--- config.mk ---
export PLATFORM = sky130hd
export DESIGN_NAME = copiador_de_memoria
export DESIGN_NICKNAME = d
export VERILOG_FILES = /design/src/rtl/pkg_memoria.sv /design/src/rtl/copiador_de_memoria.sv
export SDC_FILE = /design/constraint.sdc
export NUM_CORES = 1
export LEC_CHECK = 0
export ABC_AREA = 1
export CAP_MARGIN = 40
export CORE_MARGIN = 2
export CORE_UTILIZATION = 40
export CTS_BUF_LIST = sky130_fd_sc_hd__clkbuf_4 sky130_fd_sc_hd__clkbuf_8
export CTS_CLUSTER_SIZE = 20
export DETAILED_ROUTE_END_ITERATION = 7
export SYNTH_ARGS = -nofsm -noshare
export SYNTH_HDL_FRONTEND = slang
export SYNTH_SLANG_ARGS = --single-unit
--- constraint.sdc ---
create_clock -name clk -period 5.6 [get_ports clk]
set_input_delay 0.56 -clock clk [delete_from_list [all_inputs] [get_ports clk]]
set_output_delay 0.56 -clock clk [all_outputs]
set_load 0.02 [all_outputs]
--- src/rtl/pkg_memoria.sv ---
// Shared definitions for the data memory and the block-copy engine.
// Latency: n/a (constants and types only).
// Backpressure: n/a.
package pkg_memoria;

    // Words in the data memory.
    localparam int RAM_SIZE = 2048;

    // Data word width.
    localparam int WORD_W = 32;

    // Copy engine states.
    typedef enum logic [2:0] {
        IDLE  = 3'd0,
        READ  = 3'd1,
        CAPT  = 3'd2,
        WRITE = 3'd3,
        FIN   = 3'd4
    } state_t;

endpackage

--- src/rtl/copiador_de_memoria.sv ---
// Block-copy engine on the data-memory port, memmove ordering, one word at a time.
// Latency: 3 cycles per word, done pulse one cycle after the last write; empty or faulting requests finish in 1 cycle.
// Backpressure: none; start is only sampled in IDLE and ignored while a copy runs.
//
// Ports:
//   clk, reset          single clock, synchronous active-high reset
//   start               request, sampled with src_addr/dst_addr/length in IDLE
//   busy, done, error   status: copy in progress, end-of-request pulse, range fault on last request
//   mem_we, mem_addr, mem_datain, mem_dataout   data-memory initiator port (read data one cycle after address)
module copiador_de_memoria
    import pkg_memoria::*;
#(
    parameter int RAM_SIZE = pkg_memoria::RAM_SIZE,
    parameter int LEN_W    = 12
) (
    input  logic                clk,
    input  logic                reset,
    input  logic                start,
    input  logic [31:0]         src_addr,
    input  logic [31:0]         dst_addr,
    input  logic [LEN_W-1:0]    length,
    output logic                busy,
    output logic                done,
    output logic                error,
    output logic                mem_we,
    output logic [31:0]         mem_addr,
    output logic [31:0]         mem_datain,
    input  logic [31:0]         mem_dataout
);

    state_t             state;
    state_t             state_nxt;
    logic               accept;

    logic [31:0]        src_ptr;
    logic [31:0]        dst_ptr;
    logic [LEN_W-1:0]   count;
    logic [31:0]        hold;
    logic               desc;

    // End addresses are formed 33 bits wide so a huge base cannot wrap
    // around and slip past the range check.
    logic [32:0]        src_end;
    logic [32:0]        dst_end;
    logic               fault;
    logic               dir_desc;
    logic [31:0]        len32;

    assign len32    = 32'(length);
    assign src_end  = {1'b0, src_addr} + {1'b0, len32};
    assign dst_end  = {1'b0, dst_addr} + {1'b0, len32};
    assign fault    = (src_end > 33'(RAM_SIZE)) || (dst_end > 33'(RAM_SIZE));
    // Destination starting inside the source block would overwrite source
    // words before they are read, so copy from the top end down.
    assign dir_desc = (src_addr < dst_addr) && ({1'b0, dst_addr} < src_end);

    always_ff @(posedge clk) begin
        if (reset) begin
            state <= IDLE;
        end else begin
            state <= state_nxt;
        end
    end

    always_comb begin
        state_nxt  = state;
        accept     = 1'b0;
        busy       = 1'b0;
        done       = 1'b0;
        mem_we     = 1'b0;
        mem_addr   = 32'd0;
        mem_datain = 32'd0;
        case (state)
            IDLE: begin
                if (start) begin
                    accept = 1'b1;
                    if (length == '0 || fault) begin
                        state_nxt = FIN;
                    end else begin
                        state_nxt = READ;
                    end
                end
            end
            READ: begin
                busy      = 1'b1;
                mem_addr  = src_ptr;
                state_nxt = CAPT;
            end
            CAPT: begin
                busy      = 1'b1;
                state_nxt = WRITE;
            end
            WRITE: begin
                busy       = 1'b1;
                mem_we     = 1'b1;
                mem_addr   = dst_ptr;
                mem_datain = hold;
                state_nxt  = (count == LEN_W'(1)) ? FIN : READ;
            end
            FIN: begin
                done      = 1'b1;
                state_nxt = IDLE;
            end
            default: begin
                state_nxt = IDLE;
            end
        endcase
    end

    always_ff @(posedge clk) begin
        if (reset) begin
            src_ptr <= 32'd0;
            dst_ptr <= 32'd0;
            count   <= '0;
            hold    <= 32'd0;
            desc    <= 1'b0;
            error   <= 1'b0;
        end else begin
            if (accept) begin
                // An empty request is never a fault, whatever its addresses.
                error <= (length != '0) && fault;
                desc  <= dir_desc;
                count <= length;
                if (dir_desc) begin
                    src_ptr <= src_addr + len32 - 32'd1;
                    dst_ptr <= dst_addr + len32 - 32'd1;
                end else begin
                    src_ptr <= src_addr;
                    dst_ptr <= dst_addr;
                end
            end
            if (state == CAPT) begin
                hold <= mem_dataout;
            end
            if (state == WRITE) begin
                count <= count - LEN_W'(1);
                if (desc) begin
                    src_ptr <= src_ptr - 32'd1;
                    dst_ptr <= dst_ptr - 32'd1;
                end else begin
                    src_ptr <= src_ptr + 32'd1;
                    dst_ptr <= dst_ptr + 32'd1;
                end
            end
        end
    end

endmodule

# After elaboration in Yosys (flattened, before gate mapping)
# Cells that the tools add are included.
# word_totals
reg_bits,113
input_bits,111
output_inout_bits,68
wordCells,58
# classes
n_addsub,11
magnitude_cmp,4
eq_ne,6
mux,21
reduce_logical,9
# op_table
op,count
$mux 32,9
$sub 32x1->32 const B,4
$add 32x12->33,2
$gt 33x12->1 const B,2
$add 32x1->32 const B,2
$add 32x12->32,2
$pmux 32 s2,1
$lt 32x33->1,1
$lt 32x32->1,1
$mux 12,2
$eq 12x1->1 const B,1
$logic_not 12->1,1
$pmux 3 s4,1
$reduce_bool 12->1,1
$sub 12x1->12 const B,1
$mux 3,3
$eq 3x2->1 const B,2
$mux 1,5
$eq 3x1->1 const B,1
$eq 3x3->1 const B,1
$logic_not 3->1,1
$reduce_or 3->1,1
$logic_and 1x1->1,2
$logic_or 1x1->1,2
2 further kinds,2

# Longest topological paths before layout
# logic_depth
ltp_word,7
mapped_depth,30
ltp_nobuf,28

# Least setup slack after synthesis
# No wires, ideal clock.
# synth_path
path_kind,reg-to-reg
start,register desc
end,register dst_ptr[20]
setup_time_ns,0.119
arrival_ns,3.614
t_required_ns,5.481
setup_slack_ns,1.867
stages_incl_launch_ff,17
n_path_buf,0
synth_period_minus_slack_ns,3.733
cell_sequence,dfxtp_1 -> inv_1 -> fa_1 -> o21ai_0 -> a21boi_0 -> o21ai_0 -> nand2_1 -> nand2_1 -> nand2_1 -> nand2_1 -> nand2_1 -> nand2_1 -> a21oi_1 -> o21ai_0 -> nand2_1 -> inv_1 -> a21oi_1
# synth_via
elab_chain_cells,2
# synth_rtl
element,line,text
"start, declared",copiador_de_memoria.sv:39,logic desc;
"start signal, assigned",copiador_de_memoria.sv:122,desc <= dir_desc;
$mux 32,copiador_de_memoria.sv:137,if (desc) begin
$mux 32,copiador_de_memoria.sv:135,if (state == WRITE) begin
"end signal, assigned",copiador_de_memoria.sv:129,dst_ptr <= dst_addr;
"end signal, assigned",copiador_de_memoria.sv:139,dst_ptr <= dst_ptr - 32'd1;
"end signal, assigned",copiador_de_memoria.sv:142,dst_ptr <= dst_ptr + 32'd1;
"end, declared",copiador_de_memoria.sv:36,logic [31:0] dst_ptr;
# Every way passes these cells.
# A chain may end at the register's enable or synchronous reset.

# Final worst setup path
# layout_path
start,input port length[4]
end,register dst_ptr[29]
# layout_via
elab_chain_cells,6
elab_cells_between_ends,8
classes_between,add/sub (3); order compare (1); mux (3); reduce/logical (1)
# layout_rtl
element,line,text
"start, declared",copiador_de_memoria.sv:21,"input logic [LEN_W-1:0] length,"
$add 32x12->33,copiador_de_memoria.sv:50,"assign src_end = {1'b0, src_addr} + {1'b0, len32};"
$lt 32x33->1,copiador_de_memoria.sv:55,"assign dir_desc = (src_addr < dst_addr) && ({1'b0, dst_addr} < src_end);"
$logic_and 1x1->1,copiador_de_memoria.sv:55,
$mux 32 *,copiador_de_memoria.sv:124,if (dir_desc) begin
$mux 32 *,copiador_de_memoria.sv:119,if (accept) begin
$mux 32 *,copiador_de_memoria.sv:135,
"end signal, assigned",copiador_de_memoria.sv:126,dst_ptr <= dst_addr + len32 - 32'd1;
"end signal, assigned",copiador_de_memoria.sv:129,
"end signal, assigned",copiador_de_memoria.sv:139,
# Mark *: on every way between the ends. The rest lies on a longest branch, timed or not. The select of a mux whose other input is x is not followed.

==> impl_metrics.py <==
metrics = {
    "critical_path": {
        "start_kind": "input pin",
        "critPathRequiredTime_ns": 6.03,
        "worstPathArrival_ns": 5.17,
        "crit_slowest_cell": "clkdlybuf4s50_1",
        "worst_path_most_repeated_cell": "nand2_1",
        "crit_family": "simple AND/OR/NAND/NOR gates",
        "crit_fanout": 45,
        "path_buf_inv": 5,
        "path_class": "in2reg",
        "cpPeakStageDelay_ns": 0.62,
        "worst_setup_path_end_kind": "flop",
    },
    "clock_tree": {
        "cts_buffers": 17,
        "post-cts-setup-buffers": 0,
        "htreeDepth": 4,
        "clkSinkCount": 113,
        "cts_tree": "done",
        "post_cts_resized": 0,
        "cts_root_buf": "clkbuf_8",
        "clock_latency_ns": 0.53,
        "cts_buffer_depth": 2,
        "cts_hold_buf": 0,
        "clk_pin_slew_worst_paths_ns": 0.09,
    },
    "route": {
        "wl_met2_um": 36000,
        "viasPerCell": 5.60,
        "routed_wl_um": 82300,
        "met3WireLength_um": 6040,
        "drt_pass1_iterations": 6,
        "wl_met1_um": 37400,
        "drc_errors": 0,
        "wl_per_cell_um": 21.1,
        "drt_iter0_drc": 1922,
        "routed.top_layer": "met5",
        "vias": 21800,
        "drtAntennaViolNets": 0,
    },
    "place": {
        "post-place-ws_ns": 0.431,
        "dp_hpwl_um": 67800,
        "numPortBuffers": 178,
        "gp_congestion": 1.04,
    },
    "timing": {
        "grt_setup_unrepaired": "false",
        "drv_slew": 0,
        "max_freq_ghz": 0.211,
        "relSlewSlack_pct": 38.3,
        "period_minus_slack_ns": 4.75,
        "setup_violations": 0,
        "fin_skew_ns": 0.0124,
        "period_share_pct": 84.8,
        "setup_slack_ns": 0.853,
        "final-hold-violation-count": 0,
        "fin_tns_setup_ns": 0,
        "tightestPinTransition_ns": 0.914,
    },
    "outcome": {
        "status": "finished clean",
    },
    "finish": {
        "fin_nets": 3669,
        "syn_to_final_growth_pct": 16.2,
        "drive_gt1_share_pct": 2.79,
        "antenna_cells": 0,
    },
    "synthesis": {
        "ys_seq_area_share_pct": 12.3,
        "syn_inst": 3121,
        "synthFlopType": "dfxtp_1",
        "ys_ff_latch": 113,
        "synth_top_cell_by_area": "ha_1",
        "synth_edf_count": 0,
        "ys_warn_count": 0,
        "syn_avg_cell_area_um2": 5.90,
        "synth_nets": 3508,
        "ys_top_cells_by_count": "761 x nand2_1, 477 x inv_1, 351 x a21oi_1",
        "synth_top_area_share_pct": 18.3,
        "ys_types": 51,
        "synthArstFlopShare_pct": 0,
        "yosysMostFrequentCell": "nand2_1",
        "netlist_area_mm2": 0.0184,
        "synthTopCellsByArea": "ha_1 18%, nand2_1 16%, dfxtp_1 12%",
    },
    "die": {
        "rows": 78,
        "start_util_pct": 40.6,
        "placeableCoreArea_mm2": 0.0454,
        "die_w_um": 219,
        "dieHeight_um": 219,
        "die_area_mm2": 0.0478,
        "ios": 179,
    },
    "grt": {
        "antenna_found_initial": 1,
        "grt_start_max_net_pins": 76,
        "grt.overflow.total": 0,
        "grt_pass1_wl_um": 122000,
        "grt_usage_pct": 33.9,
        "grt_pass1_vias": 20100,
    },
    "power_and_ir_drop": {
        "worst_ir_drop_vdd_mv": 0.158,
        "p_per_area_mw_per_mm2": 175,
        "p_leak_uw": 0.0107,
    },
    "worst_hold_path": {
        "min_path_type": "reg2reg",
    },
    "run": {
        "maxCapViolCount": 0,
    },
}
==> flip-flops by register name, indices dropped and copies added (netlist names) <==
register / cells
hold: 32
desc: 1
state: 3
count: 12
dst_ptr: 32
src_ptr: 32
error: 1
==> logic make-up (layout without fill, tap and decap cells) <==
| logic type | count (synthesis) | count (layout) | synth area share (%) |
|---|---|---|---|
| buffers and inverters | 559 | 733 | 11.7 |
| AO/OA/AOI/OAI | 749 | 749 | 22.7 |
| flip-flops | 113 | 113 | 12.3 |
| XOR/XNOR | 95 | 95 | 4.52 |
| AND/OR/NAND/NOR | 1329 | 1329 | 29.8 |
| adder cells (fa/ha/maj) | 276 | 276 | 19.0 |
==> final timing paths <==
path	from	depth (start not counted)	endpoint	slack, ns
setup / recovery	length[4]	28	dst_ptr[29]$_SDFFE_PP0P_	0.85
hold / removal	hold[26]$_SDFFE_PP0N_	2	hold[26]$_SDFFE_PP0N_	0.45
setup reg to reg	desc$_SDFFE_PP0P_	17	src_ptr[24]$_SDFFE_PP0P_	2.08
hold reg to reg	hold[26]$_SDFFE_PP0N_	2	hold[26]$_SDFFE_PP0N_	0.45
==> worst min-delay path, stage by stage (launching register included) <==
cell,delay (ns)
dfxtp_1,0.31
inv_1,0.06
a21oi_1,0.05
==> final cells by class <==
class	count	area, µm²
well taps	600	751
clock buffers	17	234
flip-flops and latches	113	2260
multi-input cells	2449	14000
repair buffers	220	2150
clock inverters	15	159
inverters	481	1810
fillers	4926	24000
==> power by group <==
part,leakage [µW],switching (µW),total [µW],internal (µW)
Clock,0.000200,457,828,371
Sequential,0.000928,68.5,929,860
Combinational,0.00954,1330,1990,665
==> placed cells by master (no fill, tap or decap), drive strengths merged, types with 3 or more instances in the layout <==
cell type / instances
clkdlybuf4s50: 178
a31oi: 13
nand3: 163
o211ai: 19
clkinv: 3
nor2: 281
xnor2: 28
nor4: 12
dfxtp: 113
o21bai: 14
fa: 6
o21ai: 254
clkbuf: 17
a21o: 22
nand2: 765
nand3b: 12
and2: 8
inv: 491
ha: 270
a32o: 30
a21oi: 351
nand4: 45
buf: 42
o21a: 10
or2: 3
nor3: 36
o221ai: 4
xor2: 67
a21boi: 13
a221oi: 7
==> stage by stage <==
step / hold slack [ns] / area, µm² / cells / power, µW / utilization (%)
global placement: 0.439 / 20900 / 3858 / 2870 / 46.1
finish: 0.455 / 21400 / 3895 / 3750 / 47.2
CTS: 0.456 / 21400 / 3895 / 3730 / 47.2
global route: 0.465 / 21400 / 3895 / 3990 / 47.2
detailed placement: 0.443 / 21000 / 3863 / 2890 / 46.3
floorplan: 0.430 / 18400 / 3121 / 2170 / -
==> layer usage <==
layer | vias to the layer above | GRT usage (%)
li1 | 10700 | -
met4 | 2 | 12.5
met1 | 10100 | 46.8
met3 | 124 | 4.06
met2 | 888 | 53.6
met5 | - | 0
(Power assumes the default switching activity.)
